===== src/rtl/spi_image_loader_if.sv =====
// Pin bundle of spi_image_loader: SPI host pins plus the recognition-core side.
// slave = the loader's view, master = host/core view.
interface spi_image_loader_if;
  logic       SCK;
  logic       SS;
  logic       MOSI;
  logic       MISO;
  logic [7:0] pixel_rd_addr;
  logic [3:0] pixel_data;
  logic       image_ready;
  logic       image_ack;
  logic [3:0] result;
  logic       result_strobe;

  modport slave (
    input  SCK, SS, MOSI, pixel_rd_addr, image_ack, result, result_strobe,
    output MISO, pixel_data, image_ready
  );

  modport master (
    output SCK, SS, MOSI, pixel_rd_addr, image_ack, result, result_strobe,
    input  MISO, pixel_data, image_ready
  );
endinterface


===== src/rtl/spi_image_loader.sv =====
// SPI slave that unpacks nibble-packed bytes into a 4-bit pixel buffer and returns a status byte.
// Optional trailing checksum byte after the image: `define IMG_CHECKSUM_EN.
module spi_image_loader #(
  parameter int unsigned IMG_PIXELS = 144
) (
  input  logic              clk,
  input  logic              n_rst,
  spi_image_loader_if.slave bus
);
  localparam int unsigned IMG_BYTES = IMG_PIXELS / 2;
  localparam logic [6:0]  LAST_BYTE = 7'(IMG_BYTES - 1);

  localparam logic [1:0] ST_IDLE  = 2'd0;
  localparam logic [1:0] ST_LOAD  = 2'd1;
  localparam logic [1:0] ST_FULL  = 2'd2;
  localparam logic [1:0] ST_CHECK = 2'd3;

  logic [2:0] sck_s_q, sck_s_d;
  logic [2:0] ss_s_q, ss_s_d;
  logic [1:0] mosi_s_q, mosi_s_d;
  logic [2:0] bit_cnt_q, bit_cnt_d;
  logic [6:0] rx_q, rx_d;
  logic [7:0] tx_q, tx_d;
  logic       miso_en_q, miso_en_d;
  logic [1:0] state_q, state_d;
  logic [6:0] cnt_q, cnt_d;
  logic       err_q, err_d;
  logic       rv_q, rv_d;
  logic [3:0] res_q, res_d;
  logic [3:0] pix_q [IMG_PIXELS];
  logic [3:0] pix_d [IMG_PIXELS];
`ifdef IMG_CHECKSUM_EN
  logic [7:0] sum_q, sum_d;
`endif

  logic       sck_rise, ss_fall, ss_rise, ss_low, byte_done;
  logic [7:0] rx_byte, status, widx;
  logic [1:0] st;

  assign sck_rise = sck_s_q[1] & ~sck_s_q[2];
  assign ss_fall  = ~ss_s_q[1] & ss_s_q[2];
  assign ss_rise  = ss_s_q[1] & ~ss_s_q[2];
  assign ss_low   = ~ss_s_q[1];
  assign rx_byte  = {mosi_s_q[1], rx_q};
  assign widx     = {cnt_q, 1'b0};
  assign status   = {(state_q == ST_LOAD), err_q, (state_q == ST_FULL), rv_q, res_q};

  assign bus.MISO        = miso_en_q & tx_q[0];
  assign bus.image_ready = (state_q == ST_FULL);
  assign bus.pixel_data  = (32'(bus.pixel_rd_addr) < IMG_PIXELS) ? pix_q[bus.pixel_rd_addr] : '0;

  always_comb begin
    sck_s_d   = {sck_s_q[1:0], bus.SCK};
    ss_s_d    = {ss_s_q[1:0], bus.SS};
    mosi_s_d  = {mosi_s_q[0], bus.MOSI};
    bit_cnt_d = bit_cnt_q;
    rx_d      = rx_q;
    tx_d      = tx_q;
    miso_en_d = miso_en_q;
    byte_done = 1'b0;

    if (ss_rise) begin
      bit_cnt_d = '0;
      miso_en_d = 1'b0;
    end else if (sck_rise && ss_low) begin
      rx_d = rx_byte[7:1];
      tx_d = {1'b0, tx_q[7:1]};
      if (bit_cnt_q == 3'd7) begin
        byte_done = 1'b1;
        bit_cnt_d = '0;
      end else begin
        bit_cnt_d = bit_cnt_q + 3'd1;
      end
    end
    if (ss_fall) begin
      tx_d      = status;
      bit_cnt_d = '0;
      miso_en_d = 1'b1;
    end
  end

  always_comb begin
    pix_d = pix_q;
    cnt_d = cnt_q;
    err_d = err_q;
    rv_d  = rv_q;
    res_d = res_q;
`ifdef IMG_CHECKSUM_EN
    sum_d = sum_q;
`endif
    // an ack lands before a same-cycle byte, so a load command right after release is accepted
    st = (bus.image_ack && state_q == ST_FULL) ? ST_IDLE : state_q;
    state_d = st;

    if (byte_done) begin
      case (st)
        ST_IDLE, ST_FULL: begin
          if (rx_byte == 8'h00) begin
            if (st == ST_FULL) begin
              err_d = 1'b1;
            end else begin
              state_d = ST_LOAD;
              cnt_d   = '0;
              err_d   = 1'b0;
`ifdef IMG_CHECKSUM_EN
              sum_d   = '0;
`endif
            end
          end else if (rx_byte == 8'hFF) begin
            rv_d = 1'b0;
          end
        end
        ST_LOAD: begin
          pix_d[widx]        = rx_byte[3:0];
          pix_d[widx + 8'd1] = rx_byte[7:4];
          cnt_d = cnt_q + 7'd1;
`ifdef IMG_CHECKSUM_EN
          sum_d = sum_q + rx_byte;
          if (cnt_q == LAST_BYTE) state_d = ST_CHECK;
`else
          if (cnt_q == LAST_BYTE) state_d = ST_FULL;
`endif
        end
`ifdef IMG_CHECKSUM_EN
        ST_CHECK: begin
          if (rx_byte == sum_q) begin
            state_d = ST_FULL;
          end else begin
            state_d = ST_IDLE;
            err_d   = 1'b1;
          end
        end
`endif
        default: ;
      endcase
    end

    if (bus.result_strobe) begin
      res_d = bus.result;
      rv_d  = 1'b1;
    end
  end

  always_ff @(posedge clk or negedge n_rst) begin
    if (!n_rst) begin
      sck_s_q   <= '0;
      ss_s_q    <= '1;
      mosi_s_q  <= '0;
      bit_cnt_q <= '0;
      rx_q      <= '0;
      tx_q      <= '0;
      miso_en_q <= 1'b0;
      state_q   <= ST_IDLE;
      cnt_q     <= '0;
      err_q     <= 1'b0;
      rv_q      <= 1'b0;
      res_q     <= '0;
`ifdef IMG_CHECKSUM_EN
      sum_q     <= '0;
`endif
      for (int unsigned i = 0; i < IMG_PIXELS; i++) pix_q[i] <= '0;
    end else begin
      sck_s_q   <= sck_s_d;
      ss_s_q    <= ss_s_d;
      mosi_s_q  <= mosi_s_d;
      bit_cnt_q <= bit_cnt_d;
      rx_q      <= rx_d;
      tx_q      <= tx_d;
      miso_en_q <= miso_en_d;
      state_q   <= state_d;
      cnt_q     <= cnt_d;
      err_q     <= err_d;
      rv_q      <= rv_d;
      res_q     <= res_d;
`ifdef IMG_CHECKSUM_EN
      sum_q     <= sum_d;
`endif
      pix_q     <= pix_d;
    end
  end
endmodule


===== src/flat_wrapper.sv =====
// flat-port wrapper written by rule: the top's interface ports become plain ports
module spi_image_loader_flat 
#(
  parameter int unsigned IMG_PIXELS = 144
)
  (clk, n_rst, bus_SCK, bus_SS, bus_MOSI, bus_pixel_rd_addr, bus_image_ack, bus_result, bus_result_strobe, bus_MISO, bus_pixel_data, bus_image_ready);
  spi_image_loader_if bus_i ();
  input  logic clk;
  input  logic n_rst;
  input wire logic [$bits(bus_i.SCK)-1:0] bus_SCK;
  input wire logic [$bits(bus_i.SS)-1:0] bus_SS;
  input wire logic [$bits(bus_i.MOSI)-1:0] bus_MOSI;
  input wire logic [$bits(bus_i.pixel_rd_addr)-1:0] bus_pixel_rd_addr;
  input wire logic [$bits(bus_i.image_ack)-1:0] bus_image_ack;
  input wire logic [$bits(bus_i.result)-1:0] bus_result;
  input wire logic [$bits(bus_i.result_strobe)-1:0] bus_result_strobe;
  output wire logic [$bits(bus_i.MISO)-1:0] bus_MISO;
  output wire logic [$bits(bus_i.pixel_data)-1:0] bus_pixel_data;
  output wire logic [$bits(bus_i.image_ready)-1:0] bus_image_ready;
  assign bus_i.SCK = bus_SCK;
  assign bus_i.SS = bus_SS;
  assign bus_i.MOSI = bus_MOSI;
  assign bus_i.pixel_rd_addr = bus_pixel_rd_addr;
  assign bus_i.image_ack = bus_image_ack;
  assign bus_i.result = bus_result;
  assign bus_i.result_strobe = bus_result_strobe;
  assign bus_MISO = bus_i.MISO;
  assign bus_pixel_data = bus_i.pixel_data;
  assign bus_image_ready = bus_i.image_ready;
  spi_image_loader #(.IMG_PIXELS(IMG_PIXELS)) u_core (.clk(clk), .n_rst(n_rst), .bus(bus_i));
endmodule

===== config.mk =====
export PLATFORM = sky130hd
export DESIGN_NAME = spi_image_loader_flat
export DESIGN_NICKNAME = d
export VERILOG_FILES = /design/src/rtl/spi_image_loader_if.sv /design/src/rtl/spi_image_loader.sv /design/src/flat_wrapper.sv
export SDC_FILE = /design/constraint.sdc
export NUM_CORES = 1
export LEC_CHECK = 0
export CAP_MARGIN = 20
export CORE_MARGIN = 2
export CORE_UTILIZATION = 49
export DETAILED_ROUTE_END_ITERATION = 12
export GPL_TIMING_DRIVEN = 1
export PLACE_DENSITY = 0.62
export SYNTH_ARGS = -nofsm -noshare
export SYNTH_HDL_FRONTEND = slang
export SYNTH_SLANG_ARGS = --single-unit

===== constraint.sdc =====
create_clock -name clk -period 9.2 [get_ports clk]
set_clock_uncertainty 0.1 [all_clocks]
set_input_delay 1.84 -clock clk [delete_from_list [all_inputs] [get_ports clk]]
set_output_delay 1.84 -clock clk [all_outputs]
set_load 0.01 [all_outputs]

==> impl_results.md <==
* DR iter-0 viols at 1154
* Via count at 16.9k
* Peak Freq at 125 MHz
* Final max-slew violation count at 0
* Final Critical Period at 7990 ps
* Largest net degree at the start of global routing at 156
* Area Growth Syn to Fin at 10.7%
* Power density over cell area at 190 mW/mm^2
* Die Wd at 245 um
* Final worst-path cycle share at 0.868
* DR vias/cell at 6.04
* DR pass1 iterations at 5
* Syn. warnings at 0
* Final Hold Fails at 0
* GRT overflow at 0
* Number of global-route vias before repair at around 18k
* Mapped Cells at between 1.5k and 2k
* Dpl hpwl at around 43000 um
* Most common cell after layout, fill and taps aside: dfrtp_1
* Worst path cell trace: clkdlybuf4s50_1 -> nand2_1 -> nor2_1 -> nand3_1 -> nand3_1 -> a2111oi_0 -> a211oi_1 -> clkdlybuf4s50_1
* Worst Hold Class: reg -> reg
* Critical Path AT at between 6000 and 7000 ps
* Hold buffers post-CTS at 0
* Drt drc at 0
* Net switching power at approximately 1.6 mW
* Commonest non-fill, non-tap cells in the layout: dfrtp_1, mux2_2, mux2i_1
* CTS Sinks at 618
* Starting Density at 0.495
* Max FO, Critical Path at 16
* Crit end category: output pin
* Top_reg_cell synth: dfrtp_1
* Sum of negative setup slack at 0 ps
* Top delay family on crit path: buffers and inverters
* Count of input and output buffers at 24
* CTS H-tree depth at 3
* Clk Latency, worst-skew pair at 600 ps
* Seq cells post-synth at 618
* Site Rows at 88
* Wire per inst at 25.9 um
* Global-route wire length before repair at 113000 um
* Place WS at roughly 1300 ps
* Clk root buf: clkbuf_16
* Worst-Margin Slew at 1200 ps
* Status: finished clean
* All-Layer GR Usage at 0.249
* Lkg Pwr at roughly 15 nW
* CP max-delay cell: clkdlybuf4s50_1
* Clk pwr share at 0.437
* Post-route antenna net violation count at 0
* Worst setup SP type: input port
* Max-slew headroom at 0.198
* Final setup vio count at 0
* Internal power at 4.41 mW
* WP buf/inv at 2
* Post-synth EDFFs at 0
* Initial antenna violation count at 2
* Post-CTS Setup Bufs at 0
* Mapped Nets at 2019
* Synthesized area per cell at 14.3 sq um
* CP required at 7260 ps
* Num CTS Buffers at 68
* Logic pwr share at 0.105
* CTS tree: built
* Crit path kind: in -> out
* Synth cell types at 57
* Sw frac at 0.268
* CTS resizes at 0
* Post-Syn Area at 0.0286 sq mm
* Design Power at 6.02 mW
* Fill cells at 4713
* MaxCap Viol Count at 0
* Max VDD drop at 0.000400 V
* Final WL at 72400 um
* Slowest stage delay, CP at about 1000 ps
* Asr flop ratio synth at 1.00
* PnR worst setup slack at between 1000 and 1500 ps
* Clk slew on worst S/H paths at 60 ps
* Fin nets at about 2.0k
* Die Ht at 245 um
* ANT cells at 0
* Sequential Power Share at 0.458
* Share of cells above drive strength 1 at 0.438
* Die area at around 0.06 sq mm
* RSZ-0062 raised after global routing: no
* Max Root-Sink Buffers at 3
* IO Pins at 25
* Sequential element share of the synthesized area at 0.542
* GPL Wtd Cong at about 0.8
* Core region area at 0.0577 sq mm
## worst paths after layout
path                       slack [ps]            endpoint            startpoint  cells past startpoint
max in group asynchronous        6340   u_core.pix_q[397]                 n_rst                      2
setup reg to reg                 5400   u_core.pix_q[475]      u_core.ss_s_q[2]                      8
hold reg to reg                   250  u_core.mosi_s_q[1]    u_core.mosi_s_q[0]                      0
hold / removal                    250  u_core.mosi_s_q[1]    u_core.mosi_s_q[0]                      0
setup / recovery                 1210   bus_pixel_data[3]  bus_pixel_rd_addr[3]                      8
min in group asynchronous        1180    u_core.miso_en_q                 n_rst                      1
## Yosys cell counts (8+ instances only)
cell type  number  area share
nor2_4          8      0.0032
nand4_1         9      0.0020
o21ai_0        20      0.0035
buf_2          32      0.0056
dfrtp_1       615        0.54
mux2_2        594        0.23
nor2_2         55       0.012
inv_1          10      0.0013
mux2i_1       161       0.056
a31oi_1        10      0.0022
clkbuf_1       97       0.013
mux4_2         75       0.059
buf_1           9      0.0012
nor2_1         36      0.0047
nor2b_1        13      0.0028
nand3_1        31      0.0054
a22oi_1        52       0.014
a21oi_1        19      0.0033
nand2_1        51      0.0067
## through the flow
step | cell area (sq um) | std cells | utilization | hold slack, ps
after global routing | 31600 | 2792 | 0.548 | 267
after detailed placement | 29500 | 2677 | 0.511 | 249
after floorplan | 28600 | 1994 | - | 231
after global placement | 29500 | 2676 | 0.511 | 238
final | 31600 | 2792 | 0.548 | 254
after CTS | 31600 | 2792 | 0.548 | 260
## area by class of cell
type / instances / area, sq um / area share
flip-flops and latches: 618 / 15500 / 0.489
multi-input cells: 1228 / 12500 / 0.395
clock buffers: 105 / 2040 / 0.0646
well taps: 765 / 957 / 0.0303
repair buffers: 56 / 533 / 0.0169
clock inverters: 10 / 78.8 / 0.00249
inverters: 10 / 37.5 / 0.00119
## per-layer routing
| metal | global-route usage | vias to the layer above | share of wire |
|---|---|---|---|
| met1 | 0.348 | 9093 | 0.45 |
| met4 | 0.0717 | 4 | 0.026 |
| met3 | 0.0525 | 114 | 0.053 |
| met5 | 0 | - | 0.00028 |
| li1 | - | 7289 | - |
| met2 | 0.394 | 370 | 0.47 |
## power groups by stage
stage                     clock network, mW  registers, mW  logic, mW
after global routing                   2.80           2.76      0.672
final                                  2.63           2.76      0.631
after CTS                              2.69           2.76      0.632
after detailed placement                  0           2.81      0.631
after floorplan                           0           2.81      0.320
after global placement                    0           2.81      0.623
## cell families (layout without fill, tap and decap cells)
group / after synthesis / in the layout / synth area share
muxes: 837 / 837 / 0.353
DFF: 618 / 618 / 0.542
and+or+nand+nor: 248 / 248 / 0.0491
buffers and inverters: 148 / 181 / 0.0209
AOI/OAI and AO/OA: 132 / 132 / 0.0317
adders and majority gates: 6 / 6 / 0.00263
xor gates and xnor gates: 5 / 5 / 0.00153
## sequential cells by signal, summed over array words and instances (netlist names)
register / flops
u_core.err_q: 1
u_core.tx_q: 8
u_core.cnt_q: 7
u_core.state_q: 2
u_core.pix_q: 576
u_core.mosi_s_q: 2
u_core.rx_q: 7
u_core.ss_s_q: 3
u_core.res_q: 4
u_core.rv_q: 1
u_core.miso_en_q: 1
u_core.sck_s_q: 3
u_core.bit_cnt_q: 3
Note: power is estimated with default switching activity, not from simulation.
